[src/rtl/seven_seg_scan_ctrl.sv]
// -----------------------------------------------------------------------------
// seven_seg_scan_ctrl
//
// Converts a captured 16-bit unsigned value to five BCD digits with a
// sequential shift-add-3 (double-dabble) engine. The digits are then
// time-multiplexed onto a five-digit common-anode seven-segment display.
// Leading zeros can be blanked by driving code 4'hF, which the downstream
// seven_seg_decoder renders as an unlit digit.
//
// Parameters:
//   REFRESH_DIV   - clock cycles each digit stays enabled (>= 1)
//   BLANK_LEADING - 1: blank leading zeros, 0: show all five digits
//
// Ports:
//   clk       in   system clock, rising edge
//   rst       in   synchronous active-high reset
//   value_in  in   [15:0] value to display, sampled on an accepted load
//   load      in   capture request, accepted only while busy = 0
//   busy      out  conversion in progress
//   done      out  one-cycle pulse when the new value becomes visible
//   digit_bin out  [3:0] BCD code of the enabled digit, 4'hF = blank
//   an_n      out  [4:0] active-low one-hot digit enable, bit 0 = LSD
// -----------------------------------------------------------------------------
module seven_seg_scan_ctrl #(
  parameter int REFRESH_DIV   = 50000,
  parameter int BLANK_LEADING = 1
) (
  input  logic        clk,
  input  logic        rst,
  input  logic [15:0] value_in,
  input  logic        load,
  output logic        busy,
  output logic        done,
  output logic [3:0]  digit_bin,
  output logic [4:0]  an_n
);

  typedef enum logic {
    S_IDLE,
    S_CONVERT
  } state_e;

  // A one-bit prescaler is kept even for REFRESH_DIV = 1 so the vector is
  // never zero-width; the terminal count is then simply always reached.
  localparam int            PW       = (REFRESH_DIV > 1) ? $clog2(REFRESH_DIV) : 1;
  localparam logic [PW-1:0] PRE_LAST = PW'(REFRESH_DIV - 1);

  state_e        state_q, state_d;
  logic [15:0]   shift_q, shift_d;
  logic [19:0]   acc_q,   acc_d;
  logic [3:0]    iter_q,  iter_d;
  logic [19:0]   disp_q,  disp_d;
  logic          done_q,  done_d;
  logic [PW-1:0] pre_q,   pre_d;
  logic [2:0]    idx_q,   idx_d;
  logic [4:0]    an_n_q,  an_n_d;
  logic [3:0]    digit_q, digit_d;

  logic [19:0]   acc_adj;
  logic [3:0]    nib;
  logic          lead_zero;

  // ---------------------------------------------------------------------------
  // Conversion engine
  // ---------------------------------------------------------------------------
  always_comb begin
    // NOTE: every signal assigned in this block gets a default first, so no
    // path leaves it unassigned and no latch is inferred.
    state_d = state_q;
    shift_d = shift_q;
    acc_d   = acc_q;
    iter_d  = iter_q;
    disp_d  = disp_q;
    done_d  = 1'b0;

    // Add-3 correction on every nibble >= 5 before the shift, so that the
    // doubling carries correctly into the next decimal digit.
    for (int i = 0; i < 5; i++) begin
      acc_adj[4*i +: 4] = (acc_q[4*i +: 4] >= 4'd5) ? acc_q[4*i +: 4] + 4'd3
                                                    : acc_q[4*i +: 4];
    end

    case (state_q)
      S_IDLE: begin
        if (load) begin
          state_d = S_CONVERT;
          shift_d = value_in;
          acc_d   = '0;
          iter_d  = '0;
        end
      end
      S_CONVERT: begin
        acc_d   = {acc_adj[18:0], shift_q[15]};
        shift_d = {shift_q[14:0], 1'b0};
        iter_d  = iter_q + 4'd1;
        if (iter_q == 4'd15) begin
          // The finished result goes straight to the display register in one
          // write, so the scanner never sees a half-updated digit set.
          disp_d  = acc_d;
          done_d  = 1'b1;
          state_d = S_IDLE;
        end
      end
      default: state_d = S_IDLE;
    endcase
  end

  // ---------------------------------------------------------------------------
  // Digit scanner
  // ---------------------------------------------------------------------------
  always_comb begin
    pre_d = pre_q;
    idx_d = idx_q;
    if (pre_q == PRE_LAST) begin
      pre_d = '0;
      idx_d = (idx_q == 3'd4) ? 3'd0 : idx_q + 3'd1;
    end else begin
      pre_d = pre_q + 1'b1;
    end
  end

  // Output registers are fed from the next-state index and next display
  // value, so an_n and digit_bin stay consistent and a fresh result shows
  // on the enabled digit in the same cycle done pulses.
  always_comb begin
    nib       = 4'h0;
    lead_zero = 1'b0;
    case (idx_d)
      3'd0: begin nib = disp_d[3:0];   lead_zero = 1'b0;                  end
      3'd1: begin nib = disp_d[7:4];   lead_zero = (disp_d[19:4]  == '0); end
      3'd2: begin nib = disp_d[11:8];  lead_zero = (disp_d[19:8]  == '0); end
      3'd3: begin nib = disp_d[15:12]; lead_zero = (disp_d[19:12] == '0); end
      3'd4: begin nib = disp_d[19:16]; lead_zero = (disp_d[19:16] == '0); end
      default: begin nib = 4'h0;       lead_zero = 1'b0;                  end
    endcase
    digit_d = ((BLANK_LEADING != 0) && lead_zero) ? 4'hF : nib;
    an_n_d  = ~(5'b00001 << idx_d);
  end

  // ---------------------------------------------------------------------------
  // State registers
  // ---------------------------------------------------------------------------
  always_ff @(posedge clk) begin
    // NOTE: sequential state uses non-blocking assignments so every register
    // samples the pre-edge values, independent of statement order.
    if (rst) begin
      state_q <= S_IDLE;
      shift_q <= '0;
      acc_q   <= '0;
      iter_q  <= '0;
      disp_q  <= '0;
      done_q  <= 1'b0;
      pre_q   <= '0;
      idx_q   <= '0;
      an_n_q  <= 5'b11110;
      digit_q <= 4'h0;
    end else begin
      state_q <= state_d;
      shift_q <= shift_d;
      acc_q   <= acc_d;
      iter_q  <= iter_d;
      disp_q  <= disp_d;
      done_q  <= done_d;
      pre_q   <= pre_d;
      idx_q   <= idx_d;
      an_n_q  <= an_n_d;
      digit_q <= digit_d;
    end
  end

  assign busy      = (state_q == S_CONVERT);
  assign done      = done_q;
  assign digit_bin = digit_q;
  assign an_n      = an_n_q;

endmodule

[config.mk]
export PLATFORM = sky130hd
export DESIGN_NAME = seven_seg_scan_ctrl
export DESIGN_NICKNAME = d
export VERILOG_FILES = /design/src/rtl/seven_seg_scan_ctrl.sv
export SDC_FILE = /design/constraint.sdc
export NUM_CORES = 1
export LEC_CHECK = 0
export ABC_CLOCK_PERIOD_IN_PS = 5800
export CORE_UTILIZATION = 45
export CTS_CLUSTER_DIAMETER = 80
export DETAILED_ROUTE_END_ITERATION = 12
export PLACE_DENSITY = 0.73
export REMOVE_ABC_BUFFERS = 1
export SETUP_SLACK_MARGIN = 0.3
export SLEW_MARGIN = 20
export SYNTH_ARGS = -nofsm -noshare
export SYNTH_HDL_FRONTEND = slang
export SYNTH_SLANG_ARGS = --single-unit
[constraint.sdc]
create_clock -name clk -period 5.8 [get_ports clk]
set_input_delay 0.58 -clock clk [delete_from_list [all_inputs] [get_ports clk]]
set_output_delay 0.58 -clock clk [all_outputs]
set_load 0.02 [all_outputs]
; ---- After elaboration in Yosys (flattened, before gate mapping)
; Cells that the tools add are included.
[word_totals]
ff_bits = 90
latchBits = 0
ramBits = 0
rom_bits = 0
input_bits = 19
word_cells = 63
memories = 0
[classes]
add_sub_neg = 8
multipliers = 0
div_mod_pow = 0
magnitude_cmp = 5
n_eq_ne = 8
n_shift = 1
n_mux = 22
n_bitwise = 2
reduce_logical = 7
[op_table]
columns = cell, count
row1 = 2-to-1 mux 20 bit, 3
row2 = one-hot mux 20 bit (2 select lines), 1
row3 = one-hot mux 16 bit (2 select lines), 1
row4 = 2-to-1 mux 4 bit, 6
row5 = >= comparator 4 x 3 -> 1 bit (second input constant), 5
row6 = one-hot mux 4 bit (5 select lines), 1
row7 = adder 16 x 1 -> 16 bit (second input constant), 1
row8 = adder 4 x 2 -> 4 bit (second input constant), 4
row9 = equality test 16 bit (second input constant), 1
row10 = zero test 16 bit, 1
row11 = 2-to-1 mux 16 bit, 1
row12 = zero test 12 bit, 1
row13 = 2-to-1 mux 3 bit, 3
row14 = zero test 8 bit, 1
row15 = one-hot mux 4 bit (2 select lines), 1
row16 = equality test 3 x 2 -> 1 bit (second input constant), 2
row17 = equality test 3 bit (second input constant), 2
row18 = NOT 5 bit, 1
row19 = left shift 1 x 3 -> 5 bit (first input constant), 1
row20 = adder 4 x 1 -> 4 bit (second input constant), 1
row21 = equality test 4 bit (second input constant), 1
row22 = zero test 4 bit, 1
row23 = one-hot mux 1 bit (4 select lines), 1
row24 = OR reduction 2 bit, 2
row25 = 8 further kinds, 10

; ---- Longest topological paths before layout
[logic_depth]
depth_word = 7
ltp_mapped = 10
depth_no_buf = 9

; ---- Worst setup path before layout
; Ideal clock, no wire load.
[synth_timing]
path_type = register to register
from = register pre_q[0]
to = register digit_q[1], in the netlist digit_bin[1]
arrival_ns = 2.220
required_ns = 5.726
path_slack_ns = 3.506
path_stages_with_launch = 10
synth_period_minus_slack_ns = 2.294
path_cell_list = dfxtp_1 -> ha_1 -> and3_1 -> buf_6 -> and4_4 -> buf_12 -> mux2i_2 -> a31oi_1 -> or4b_4 -> a31oi_1
[synth_between]
elab_chain_cells = 5
[synth_lines]
columns = item, line
row1 = "start, declared", 54  ; logic [PW-1:0] pre_q, pre_d;
row2 = "start signal, assigned", 164  ; pre_q <= pre_d;
row3 = equality test 16 bit (*), 114  ; if (pre_q == PRE_LAST) begin
row4 = 2-to-1 mux 3 bit (*), 114
row5 = "equality test 3 bit, or another cell as far along", 128  ; case (idx_d)
row6 = one-hot mux 4 bit (5 select lines) or one-hot mux 1 bit (4 select lines) (tied branches), 128
row7 = 2-to-1 mux 4 bit (*), 136  ; digit_d = ((BLANK_LEADING != 0) && lead_zero) ? 4'hF : nib;
row8 = "end signal, assigned", 167  ; digit_q <= digit_d;
row9 = "end, declared", 57  ; logic [3:0] digit_q, digit_d;
; Mark *: on every way between the ends. The rest lies on a longest branch, timed or not.
; A chain may end at the register's enable or synchronous reset.

; ---- Worst setup path after layout
[layout_timing]
from = register state_q, in the netlist busy
to = register digit_q[2], in the netlist digit_bin[2]
[layout_between]
elab_chain_cells = 4
[layout_lines]
columns = item, line
row1 = "start, declared", 48  ; state_e state_q, state_d;
row2 = "start signal, assigned", 158  ; state_q <= state_d;
row3 = 2-to-1 mux 20 bit (*), 83  ; case (state_q)
row4 = "zero test 16 bit, or another cell as far along", 130  ; 3'd1: begin nib = disp_d[7:4]; lead_zero = (disp_d[19:4] == '0); end
row5 = one-hot mux 1 bit (4 select lines), 128
row6 = 2-to-1 mux 4 bit (*), 136
; Marks and branches as above.

==> results.json <==
{
  "drt_iter0_drc": 237,
  "die_w_um": 102,
  "cts_made_buffers": 9,
  "crit_arrival_ps": 3430,
  "ys_seq_elements": 90,
  "portBuffers": 29,
  "via_per_inst": 5.31,
  "core_um2": 9730,
  "initial_core_util_pct": 46.2,
  "antenna_left": 0,
  "rows": 36,
  "place.gp.congestion": 0.784,
  "clockPowerShare_pct": 36.4,
  "synth_ff_type": "dfxtp_1",
  "path_clk_slew_ps": 90,
  "dr.max_layer_used": "met4",
  "grt_max_degree": 83,
  "seqPwrFrac_pct": 57.5,
  "post_cts_resized": 0,
  "cellPowerDensity_nw_per_um2": 221,
  "synth_area_um2": 4500,
  "startpoint_type": "flip-flop",
  "cp_slowest_cell": "and4_1",
  "vias": 3617,
  "ys_seq_area_share_pct": 40.0,
  "io_pins": 30,
  "synth_edf_count": 0,
  "hold_buffers": 0,
  "power_frac_comb_pct": 6.1,
  "synthArstFlopShare_pct": 0,
  "crit_top_cell": "a31oi_1",
  "htreeDepth": 3,
  "fin_nets": 576,
  "area_growth_pct": 10.6,
  "drive_above_1_share_pct": 6.93,
  "die-area_um2": 10400,
  "setup_tns_ps": 0,
  "p_switching_uw": 266,
  "finalInstanceArea_um2": 4980,
  "cts_sinks": 90,
  "layout_worst_path_cycle_share_pct": 54.0,
  "ir_worst_vdd_uv": 142,
  "status": "complete, no violations",
  "synth_commonest_cells": "98 x nor2_1, 90 x dfxtp_1, 56 x a21oi_1",
  "max_freq_mhz": 319,
  "synth.area.top_cells": "dfxtp_1 40%, nor2_1 8.2%, mux2i_1 7.6%",
  "antenna_found_initial": 0,
  "worst_ep_required_time_ps": 6090,
  "crit_path_max_incr_delay_ps": 840,
  "p_int_uw": 835,
  "crit_family": "simple AND/OR/NAND/NOR gates",
  "cp_cell_sequence": "buf_4 > and4_1 > nand2_1 > o32ai_1 > a31oi_1 > or4b_4 > a31oi_1",
  "hold_class": "reg -> reg",
  "leakagePower_nw": 1.84,
  "fp.dieH_um": 102,
  "grt_pass1_vias": 3307,
  "wl_met2_mm": 3.96,
  "layout_min_cycle_time_ps": 3130,
  "fin_skew_ps": 14.3,
  "cts-root-buf": "clkbuf_8",
  "track_usage_pct": 18.3,
  "synth.avg_cell_area_um2": 8.47,
  "cts_setup_buffers": 0,
  "slew_violations": 0,
  "synth_area_leader_cell": "dfxtp_1",
  "place_area_um2": 4790,
  "synth_cells": 531,
  "synth_cell_types": 59,
  "synth_most_common_cell": "nor2_1",
  "met1Wirelength_mm": 4.40,
  "clk_latency_ps": 360,
  "antenna_cells": 0,
  "setup_violations": 0,
  "rsz0062_at_grt": "false",
  "drc": 0,
  "yosysWarnings": 0,
  "yosys.area.top_type_share_pct": 40.0,
  "dr_wl_met3_um": 321,
  "clockBufferDepth": 2,
  "grt_pass1_wl_mm": 15.0,
  "swShare_pct": 24.2,
  "wl_per_cell_um": 13.0,
  "path_buf_inv": 1,
  "path_max_fanout": 82,
  "drtPass1Iterations": 4,
  "cts_tree": "done",
  "end_kind": "flip-flop",
  "overflow": 0,
  "tightest_slew_ps": 913,
  "hold_viol_final": 0,
  "cap_viol_max_count": 0,
  "wl_mm": 8.85,
  "max-slew-margin-rel_pct": 38.9,
  "hpwl_mm": 6.11,
  "crit_type": "reg -> reg"
}
## cells in the final DEF (no fill, tap or decap), types with 3 or more instances in the layout
| cell | n |
|---|---|
| a21oi_1 | 56 |
| dfxtp_1 | 89 |
| nor3_1 | 14 |
| or3b_2 | 3 |
| clkbuf_8 | 11 |
| xor2_1 | 9 |
| xnor2_1 | 10 |
| ha_1 | 14 |
| mux2i_1 | 34 |
| clkdlybuf4s50_1 | 28 |
| nand2_1 | 25 |
| mux2_2 | 3 |
| o21ai_0 | 18 |
| a211oi_1 | 7 |
| and4_1 | 3 |
| nand3_1 | 10 |
| buf_4 | 3 |
| a31oi_1 | 7 |
| nor2_1 | 98 |
| nand2b_1 | 10 |
| inv_1 | 20 |
| and2_1 | 3 |
| nor2b_1 | 5 |
| nor3b_1 | 14 |
| nand4_1 | 5 |
## power groups by stage
| stage | Clock, mW | Sequential, mW | Combinational (mW) |
|---|---|---|---|
| after floorplan | 0 | 0.654 | 0.0272 |
| after global placement | 0 | 0.648 | 0.0660 |
| after detailed placement | 0 | 0.648 | 0.0676 |
| after CTS | 0.409 | 0.634 | 0.0678 |
| after global routing | 0.440 | 0.635 | 0.0759 |
| final | 0.401 | 0.633 | 0.0670 |
## routing by layer
metal  vias up  track usage (%)
met5         -                0
met4         0             7.69
met3        14             3.83
met2        61             28.7
met1      1675             24.4
li1       1867                -
## state kept, by name (all words and copies together) (netlist names)
signal     cells
idx_q          3
done           1
digit_bin      4
disp_q        20
shift_q       16
an_n           5
busy           1
iter_q         4
pre_q         16
acc_q         20
## final timing paths
kind / cells after the start / endpoint / slack [ps] / startpoint
max: 7 / digit_bin[2] / 2670 / busy
min: 1 / pre_q[0] / 460 / pre_q[0]
max reg2reg: 7 / digit_bin[2] / 2670 / busy
min reg2reg: 1 / pre_q[0] / 460 / pre_q[0]
## cell type report
type                            count  area (um^2)
Multi-Input combinational cell    390         2440
Clock inverter                      4         26.3
Clock buffer                       12          155
Tap cell                          133          166
Fill cell                         927         4750
Sequential cell                    90         1800
Inverter                           20         75.1
Timing Repair Buffer               32          308
## stage by stage
step | hold WS, ps | setup slack, ps | power (mW) | std cells | util [%]
4_1_cts | 460 | 2670 | 1.11 | 681 | 51.1
5_1_grt | 491 | 2390 | 1.15 | 681 | 51.1
3_3_place_gp | 431 | 2840 | 0.714 | 665 | 49.3
2_1_floorplan | 418 | 1720 | 0.681 | 500 | -
6_report | 461 | 2670 | 1.10 | 681 | 51.1
3_5_place_dp | 448 | 2680 | 0.716 | 665 | 49.3
## worst register-to-register path, stage by stage, from the launching register on
cell and delay [ps]:
dfxtp_2 330, buf_4 560, and4_1 850, nand2_1 240
o32ai_1 220, a31oi_1 130, or4b_4 570, a31oi_1 150
## kinds of logic (layout without fill, tap and decap cells)
group,Yosys count,count (layout),share of synthesized area [%]
flip-flops,90,90,40.0
AO/OA/AOI/OAI,111,111,14.5
adder cells (fa/ha/maj),14,14,3.89
XOR/XNOR,19,19,3.70
multiplexers,38,38,8.62
AND/OR/NAND/NOR,208,208,23.5
buffers and inverters,51,68,5.67
(Power assumes the default switching activity.)
